`config.mk`:
```
export PLATFORM = sky130hd
export DESIGN_NAME = llr_frame_encoder_flat
export DESIGN_NICKNAME = d
export VERILOG_FILES = /design/src/rtl/llr_frame_encoder_if.sv /design/src/rtl/llr_frame_encoder.sv /design/src/flat_wrapper.sv
export SDC_FILE = /design/constraint.sdc
export NUM_CORES = 1
export LEC_CHECK = 0
export ABC_AREA = 1
export CORE_MARGIN = 4
export CORE_UTILIZATION = 45
export DETAILED_ROUTE_END_ITERATION = 8
export GPL_ROUTABILITY_DRIVEN = 0
export PLACE_DENSITY = 0.72
export REMOVE_ABC_BUFFERS = 1
export SLEW_MARGIN = 15
export SYNTH_ARGS = -nofsm -noshare
export SYNTH_HDL_FRONTEND = slang
export SYNTH_SLANG_ARGS = --single-unit
export TNS_END_PERCENT = 30
```
`constraint.sdc`:
```
create_clock -name clk -period 1.6 [get_ports clk]
set_input_delay 0.24 -clock clk [delete_from_list [all_inputs] [get_ports clk]]
set_output_delay 0.24 -clock clk [all_outputs]
set_load 0.01 [all_outputs]
```
`src/rtl/llr_frame_encoder_if.sv`:
```
// AXI-stream bundle shared by the encoder's message input and LLR frame output.
interface axi_stream_if #(
  parameter int WIDTH = 8
);
  logic             tvalid;
  logic             tready;
  logic             tlast;
  logic [WIDTH-1:0] tdata;

  modport master (output tvalid, output tdata, output tlast, input tready);
  modport slave  (input tvalid, input tdata, input tlast, output tready);
endinterface

```
`src/rtl/llr_frame_encoder.sv`:
```
// Encodes K message bits with a GF(2) generator matrix and streams BPSK LLRs.
// Optional: ENC_FRAME_ERR_EN adds frame_err and checks input tlast framing.
`ifndef LLR_WIDTH
`define LLR_WIDTH 6
`endif
`ifndef N_V
`define N_V 7
`endif
`ifndef K_INFO
`define K_INFO 4
`endif
`ifndef GEN_MATRIX
`define GEN_MATRIX 28'hB1D3131
`endif

module llr_frame_encoder #(
  parameter int               LLR_WIDTH = `LLR_WIDTH,
  parameter int               N_V       = `N_V,
  parameter int               K         = `K_INFO,
  parameter logic [K*N_V-1:0] GEN       = `GEN_MATRIX,
  parameter int               LLR_MAG   = 2**(LLR_WIDTH-2)
) (
  input logic         clk,
  input logic         rst,
  axi_stream_if.slave  from_env,
  axi_stream_if.master to_env
`ifdef ENC_FRAME_ERR_EN
  ,
  output logic        frame_err
`endif
);

  localparam int IW      = $bits(from_env.tdata);
  localparam int OW      = $bits(to_env.tdata);
  localparam int MSG_N   = (K - 1) / IW + 1;
  localparam int F       = N_V * LLR_WIDTH;
  localparam int FRM_N   = (F - 1) / OW + 1;
  localparam int FRM_W   = FRM_N * OW;
  localparam int CNT_MAX = (MSG_N > K) ? ((MSG_N > FRM_N) ? MSG_N : FRM_N)
                                       : ((K > FRM_N) ? K : FRM_N);
  localparam int CNT_W   = $clog2(CNT_MAX + 1);

  localparam logic [LLR_WIDTH-1:0] LLR_POS = LLR_WIDTH'(LLR_MAG);
  localparam logic [LLR_WIDTH-1:0] LLR_NEG = LLR_WIDTH'(-LLR_MAG);

  typedef enum logic [1:0] {
    S_RESET,
    S_READ,
    S_ENCODE,
    S_WRITE
  } state_t;

  state_t             state_q;
  logic [CNT_W-1:0]   cnt_q;
  logic [K-1:0]       msg_q;
  logic [N_V-1:0]     acc_q;
  logic [FRM_W-1:0]   frm_q;
  logic               in_rdy_q;
  logic               out_vld_q;
  logic               out_last_q;

  logic [K+IW-1:0]    msg_sh;
  logic [N_V-1:0]     acc_d;
  logic [FRM_W-1:0]   frm_d;
  logic               last_beat;
  logic               drop_beat;

  assign msg_sh    = {msg_q, from_env.tdata};
  assign last_beat = (cnt_q == CNT_W'(MSG_N - 1));

`ifdef ENC_FRAME_ERR_EN
  assign drop_beat = from_env.tlast && !last_beat;
`else
  assign drop_beat = 1'b0;
`endif

  // Message bit i sits at msg_q[K-1-i] because the earliest bit is shifted in first.
  always_comb begin
    acc_d = acc_q;
    for (int unsigned i = 0; i < K; i++) begin
      if (cnt_q == CNT_W'(i) && msg_q[K-1-i]) begin
        acc_d = acc_q ^ GEN[i*N_V +: N_V];
      end
    end
  end

  // Frame is right-aligned in an FRM_N*OW register so beat 0 carries the zero-padded top bits.
  always_comb begin
    frm_d = '0;
    for (int unsigned j = 0; j < N_V; j++) begin
      frm_d[(N_V-j)*LLR_WIDTH-1 -: LLR_WIDTH] = acc_d[j] ? LLR_NEG : LLR_POS;
    end
  end

  always_ff @(posedge clk) begin
    if (rst) begin
      state_q    <= S_RESET;
      cnt_q      <= '0;
      msg_q      <= '0;
      acc_q      <= '0;
      frm_q      <= '0;
      in_rdy_q   <= 1'b0;
      out_vld_q  <= 1'b0;
      out_last_q <= 1'b0;
    end else begin
      case (state_q)
        S_RESET: begin
          state_q  <= S_READ;
          cnt_q    <= '0;
          in_rdy_q <= 1'b1;
        end
        S_READ: begin
          if (from_env.tvalid) begin
            if (drop_beat) begin
              msg_q <= '0;
              cnt_q <= '0;
            end else if (last_beat) begin
              msg_q    <= msg_sh[K-1:0];
              cnt_q    <= '0;
              in_rdy_q <= 1'b0;
              state_q  <= S_ENCODE;
            end else begin
              msg_q <= msg_sh[K-1:0];
              cnt_q <= cnt_q + 1'b1;
            end
          end
        end
        S_ENCODE: begin
          if (cnt_q == CNT_W'(K - 1)) begin
            frm_q      <= frm_d;
            acc_q      <= '0;
            cnt_q      <= '0;
            out_vld_q  <= 1'b1;
            out_last_q <= (FRM_N == 1);
            state_q    <= S_WRITE;
          end else begin
            acc_q <= acc_d;
            cnt_q <= cnt_q + 1'b1;
          end
        end
        S_WRITE: begin
          if (to_env.tready) begin
            frm_q <= frm_q << OW;
            if (cnt_q == CNT_W'(FRM_N - 1)) begin
              cnt_q      <= '0;
              out_vld_q  <= 1'b0;
              out_last_q <= 1'b0;
              in_rdy_q   <= 1'b1;
              state_q    <= S_READ;
            end else begin
              cnt_q      <= cnt_q + 1'b1;
              out_last_q <= (cnt_q == CNT_W'(FRM_N - 2));
            end
          end
        end
        default: state_q <= S_RESET;
      endcase
    end
  end

`ifdef ENC_FRAME_ERR_EN
  logic err_q;

  always_ff @(posedge clk) begin
    if (rst) begin
      err_q <= 1'b0;
    end else begin
      err_q <= (state_q == S_READ) && from_env.tvalid && (from_env.tlast != last_beat);
    end
  end

  assign frame_err = err_q;
`endif

  assign from_env.tready = in_rdy_q;
  assign to_env.tvalid   = out_vld_q;
  assign to_env.tlast    = out_last_q;
  assign to_env.tdata    = frm_q[FRM_W-1 -: OW];

endmodule

```
`src/flat_wrapper.sv`:
```
// flat-port wrapper written by rule: the top's interface ports become plain ports
module llr_frame_encoder_flat 
#(
  parameter int               LLR_WIDTH = `LLR_WIDTH,
  parameter int               N_V       = `N_V,
  parameter int               K         = `K_INFO,
  parameter logic [K*N_V-1:0] GEN       = `GEN_MATRIX,
  parameter int               LLR_MAG   = 2**(LLR_WIDTH-2)
)
  (clk, rst, from_env_tvalid, from_env_tdata, from_env_tlast, from_env_tready, to_env_tvalid, to_env_tdata, to_env_tlast, to_env_tready);
  axi_stream_if #(.WIDTH(8)) from_env_i ();
  axi_stream_if #(.WIDTH(8)) to_env_i ();
  input logic clk;
  input logic rst;
  input wire logic [$bits(from_env_i.tvalid)-1:0] from_env_tvalid;
  input wire logic [$bits(from_env_i.tdata)-1:0] from_env_tdata;
  input wire logic [$bits(from_env_i.tlast)-1:0] from_env_tlast;
  output wire logic [$bits(from_env_i.tready)-1:0] from_env_tready;
  output wire logic [$bits(to_env_i.tvalid)-1:0] to_env_tvalid;
  output wire logic [$bits(to_env_i.tdata)-1:0] to_env_tdata;
  output wire logic [$bits(to_env_i.tlast)-1:0] to_env_tlast;
  input wire logic [$bits(to_env_i.tready)-1:0] to_env_tready;
  assign from_env_i.tvalid = from_env_tvalid;
  assign from_env_i.tdata = from_env_tdata;
  assign from_env_i.tlast = from_env_tlast;
  assign from_env_tready = from_env_i.tready;
  assign to_env_tvalid = to_env_i.tvalid;
  assign to_env_tdata = to_env_i.tdata;
  assign to_env_tlast = to_env_i.tlast;
  assign to_env_i.tready = to_env_tready;
  llr_frame_encoder #(.LLR_WIDTH(LLR_WIDTH), .N_V(N_V), .K(K), .GEN(GEN), .LLR_MAG(LLR_MAG)) u_core (.clk(clk), .rst(rst), .from_env(from_env_i), .to_env(to_env_i));
endmodule
```
Yosys cells after proc, flatten, opt, wreduce, memory -nomap -nowiden
Cells that the tools add are included.
Word-level totals
  register bits after elaboration: 67
  bits in latches: 0
  RAM bits: 0
  bits in read-only memories: 0
  output and inout port bits: 11
  logic and storage cells: 80
  memories: 0
Cells by class
  $add $sub $neg: 1
  multipliers: 0
  div/mod/pow operators: 0
  magnitude comparators: 0
  equal/unequal tests: 13
  shift-type cells: 0
  muxes and demuxes: 40
  bitwise operators: 4
  reduce and logical (&&, ||, !) cells: 14
Operators by type and width (count)
  $mux W48: 2
  $pmux W48 S2: 1
  $mux W6: 8
  $mux W7: 4
  $mux W3: 5
  $pmux W3 S4: 1
  $mux W1: 10
  $mux W2: 5
  $reduce_and A5 Y1: 2
  $not A3 Y3: 3
  $pmux W2 S4: 1
  $eq A3 B2 Y1 const B: 2
  $eq A3 B3 Y1 const B: 2
  $ne A2 B1 Y1 const B: 3
  $eq A2 B2 Y1 const B: 2
  $logic_and A1 B1 Y1: 4
  $ne A2 B2 Y1 const B: 2
  $not A4 Y4: 1
  $pmux W1 S2: 2
  $reduce_and A2 Y1: 2
  $reduce_and A4 Y1: 1
  $add A3 B1 Y3 const B: 1
  $eq A3 B1 Y1 const B: 1
  $logic_not A3 Y1: 1
  other kinds (6): 6

Longest topological paths before layout
  depth in word-level cells: 9
  gate-level depth with buffers: 10
  depth with buffers taken out: 10

Worst setup path after synthesis
OpenSTA, ideal clock, no wires.
  path kind: register -> register
  start point: reg u_core.cnt_q[0]
  end point: reg u_core.frm_q[11]
  library setup time: 0.070 ns
  arrival time: 1.518 ns
  slack: 0.011 ns
  cell stages (with the launch flop): 9
  path buffers: 1
  clock period less this slack: 1.589 ns
  path through: dfxtp_1 ha_1 ha_1 nor2_2 nor2_4 inv_4 buf_4 nand2_1 a21oi_1
On the way
  cells in the longest elaborated chain, start to end: 9
  elaborated cells between the ends (all ways): 17
  those cells by class: eq/ne (4); mux (7); reduce/logical (6)
Ends and longest elaborated chain
  from (decl): line llr_frame_encoder.sv:54  | logic [CNT_W-1:0] cnt_q;
  from (signal assigned): line llr_frame_encoder.sv:124  | cnt_q <= cnt_q + 1'b1;
  from (signal assigned): line llr_frame_encoder.sv:138  | cnt_q <= cnt_q + 1'b1;
  from (signal assigned): line llr_frame_encoder.sv:151  | cnt_q <= cnt_q + 1'b1;
  $logic_not A3 Y1: line llr_frame_encoder.sv:81  | if (cnt_q == CNT_W'(i) && msg_q[K-1-i]) begin
  $logic_and A1 B1 Y1: line llr_frame_encoder.sv:81
  $mux W6: line llr_frame_encoder.sv:81
  $mux W7 (3 in series): line llr_frame_encoder.sv:81
  $mux W6: line llr_frame_encoder.sv:91  | frm_d[(N_V-j)*LLR_WIDTH-1 -: LLR_WIDTH] = acc_d[j] ? LLR_NEG : LLR_POS;
  $mux W48: line llr_frame_encoder.sv:129  | if (cnt_q == CNT_W'(K - 1)) begin
  $pmux W48 S2: line llr_frame_encoder.sv:106  | case (state_q)
  to (signal assigned): line llr_frame_encoder.sv:130  | frm_q <= frm_d;
  to (signal assigned): line llr_frame_encoder.sv:143  | frm_q <= frm_q << OW;
  to (decl): line llr_frame_encoder.sv:57  | logic [FRM_W-1:0] frm_q;
Parallel ways exist; a longest one is shown, timed or not. The select of a mux whose other input is x is not followed.
A chain may end at the register's enable or synchronous reset.

Worst setup path after layout
  start point: reg u_core.state_q[0]
  end point: reg u_core.frm_q[11]
On the way
  cells in the longest elaborated chain, start to end: 3
  elaborated cells between the ends (all ways): 7
  those cells by class: eq/ne (4); mux (1); reduce/logical (2)
Ends and longest elaborated chain
  from (decl): line llr_frame_encoder.sv:53  | state_t state_q;
  from (signal assigned): line llr_frame_encoder.sv:97  | state_q <= S_RESET;
  from (signal assigned): line llr_frame_encoder.sv:108  | state_q <= S_READ;
  from (signal assigned): line llr_frame_encoder.sv:121  | state_q <= S_ENCODE;
  $eq A2 B2 Y1: line llr_frame_encoder.sv:106
  $ne A2 B1 Y1 (no source line) (tied with other cells)
  $reduce_and A3 Y1 (no source line)
Parallel ways exist; a longest one is shown, timed or not.

==> results.cfg <==
[routing]
routed-via-count = 1921
antenna_left = 0
dr.max_layer_used = met4
drt-initial-drc-count = 98
dr.pass1.iters = 4
wl_met2_mm = 2.142
wl_met3_microns = 135
wl_met1_mm = 2.179
wl_per_cell_microns = 12.15
drc = 0
vias_per_cell = 5.164
routed_wl_mm = 4.521

[timing]
fin_crit_sh = 0.9695
setup_viol = 0
fmax_ghz = 0.6447
fin_crit_ps = 1551
slew_headroom = 0.7501
drv_slew = 0
hold_violations = 0
fin_skew_ps = 7.436
fin_setup_tns_ps = 0
worst_pin_slew_ps = 374.5
grt_setup_unrepaired = true

[min_path]
worstHoldStart = u_core.frm_q[44]
holdPathEnd = u_core.frm_q[44]
hold_depth = 2
hp-class = reg2reg

[clocking]
clkTransAtPathRegs_ps = 90
cts_tree = done
insertion_delay_ps = 300
cts.sinks = 45
cts_made_buffers = 5
root_buffer = clkbuf_8
cts_max_path_buffers = 2
htreeDepth = 2

[setup_path]
cp-start-kind = register
r2r-start = u_core.state_q[0]
path_cells = inv_2 -> ha_4 -> inv_2 -> nand2_1 -> nand2_2 -> nor2_4 -> clkinv_4 -> nor2_4 -> nand3_1 -> a21oi_2
max_stage_delay_ps = 370
crit_required_ps = 1840
cp_max_fo = 5
r2r_end = u_core.frm_q[11]
worst_setup_path_end_kind = register
path_buf_inv = 3
crit_family = simple AND/OR/NAND/NOR gates
r2r_slack_ps = 50
crit_type = reg2reg
r2r_cells = 10
cp.arrival_ps = 1790
slowest_stage = dfxtp_4

[die]
rows = 24
coreArea_sq_um = 4444
die_h_microns = 76.51
initial_utilization = 0.4752
fp.dieArea_sq_um = 5854
io_pins = 24
die_w_microns = 76.51

[layout]
final_cell_mix = nand2_1 (65), dfxtp_1 (42), a21oi_1 (39)
fillers = 386
drive_gt1_frac = 0.2219
nets = 344
syn_to_final_growth_pct = 29.68
layout_commonest_cell = nand2_1
fin_cells = 372
antenna_cells = 0

[place]
port_buffers = 18
placed_cells = 360
dpl.hpwl_mm = 3.141

[global_routing]
track_usage = 0.1607
globalRoute.totalOverflow = 0
grt_pass1_vias = 1794
grt_pass1_wl_mm = 7.721
grt_antenna_before_repair = 0
grt_max_degree = 22

[power]
p_leak_nw = 1.059
ir_worst_vdd_uv = 1146
power_mw = 3.894
power_density_nw_per_um2 = 1422

[yosys]
netlist_instances = 289
yosysSeqAreaShare = 0.4265
yosysWarnings = 0
synth_seq_cells = 45
syn_area_sq_um = 2112
synth.distinct_cells = 21
syn_area_per_cell_sq_um = 7.308

[outcome]
status = finished clean

[flow_run]
maxCapViolCount = 0
-- per-layer routing --
layer,vias up,GRT usage
met4,0,0.04891
li1,990,-
met1,907,0.1985
met2,19,0.2707
met3,5,0.04492
met5,-,0
-- final cells by class --
class                   instances  area, sq um  share of cell area
multi-input cells             200         1162              0.4244
flip-flops and latches         45        909.6              0.3321
repair buffers                 42        389.1              0.1421
inverters                      25        101.3             0.03700
clock buffers                   6        72.57             0.02650
well taps                      52        65.06             0.02376
clock inverters                 2        38.79             0.01416
-- timing repair --
item,CTS,global route
endpoints found under the setup margin,4,38
hold buffers,0,0
gates resized for setup,1,51
buffers inserted,0,4
pin swaps,0,5
-- worst max path at each step --
stage                           start                 to  slack, ps  depth (start not counted)
floorplan           u_core.state_q[0]   u_core.frm_q[17]       -530                          9
global route        u_core.state_q[0]   u_core.frm_q[11]        -50                         10
detailed placement    u_core.cnt_q[0]   u_core.frm_q[17]        -30                          8
global placement        to_env_tready   u_core.frm_q[29]         20                          8
CTS                   u_core.cnt_q[0]  u_core.state_q[1]        -20                          8
finish              u_core.state_q[0]   u_core.frm_q[11]         50                         10
-- through the flow --
stage | setup slack [ps] | util | hold WS (ps) | area (sq um)
final | 48.87 | 0.6163 | 465.4 | 2739
after global routing | -53.44 | 0.6163 | 487.6 | 2739
after CTS | -17.62 | 0.5698 | 468.7 | 2532
after detailed placement | -30.55 | 0.5448 | 455.6 | 2421
after global placement | 20.82 | 0.5448 | 446.8 | 2421
after floorplan | -530.0 | - | 309.1 | 2001
-- Yosys cell counts (all sizes together) --
library cell  instances  area [sq um]
nor3                  1         5.000
ha                   12         150.1
a21oi                44         220.2
nand3                26         130.1
o21ai                21         105.1
buf                  12         85.08
clkbuf                7         26.28
nand3b                1         7.510
dfxtp                45         900.9
xnor2                 1         8.760
and3                  1         6.260
inv                  25         96.35
a211oi                1         7.510
nand2                71         266.5
nor2                 21         96.34
-- sequential cells by signal, indices dropped and copies added (netlist names) --
signal	count
u_core.frm_q	26
u_core.state_q	2
u_core.to_env.tvalid	1
u_core.msg_q	4
u_core.acc_q	7
u_core.from_env.tready	1
u_core.cnt_q	3
u_core.to_env.tlast	1
-- logic make-up after synthesis --
family	after synthesis	share of synthesized area
DFF	45	0.4265
xor gates and xnor gates	1	0.004148
and+or+nand+nor	121	0.2423
AOI/OAI and AO/OA	66	0.1576
buffers and inverters	44	0.09835
adders and majority gates	12	0.07109
-- worst min-delay path, delay by kind of cell, from the launching register on --
family | cells | cell delay [ps]
AO/OA/AOI/OAI | 1 | 50
flip-flops | 1 | 320
AND/OR/NAND/NOR | 1 | 60
-- where the power goes --
| group | leakage [nW] | total (mW) | internal (mW) | switching, mW |
|---|---|---|---|---|
| Clock | 0.0554 | 0.851 | 0.469 | 0.383 |
| Combinational | 0.637 | 1.64 | 0.730 | 0.906 |
| Sequential | 0.367 | 1.41 | 1.29 | 0.112 |
Note: power is estimated with default switching activity, not from simulation.
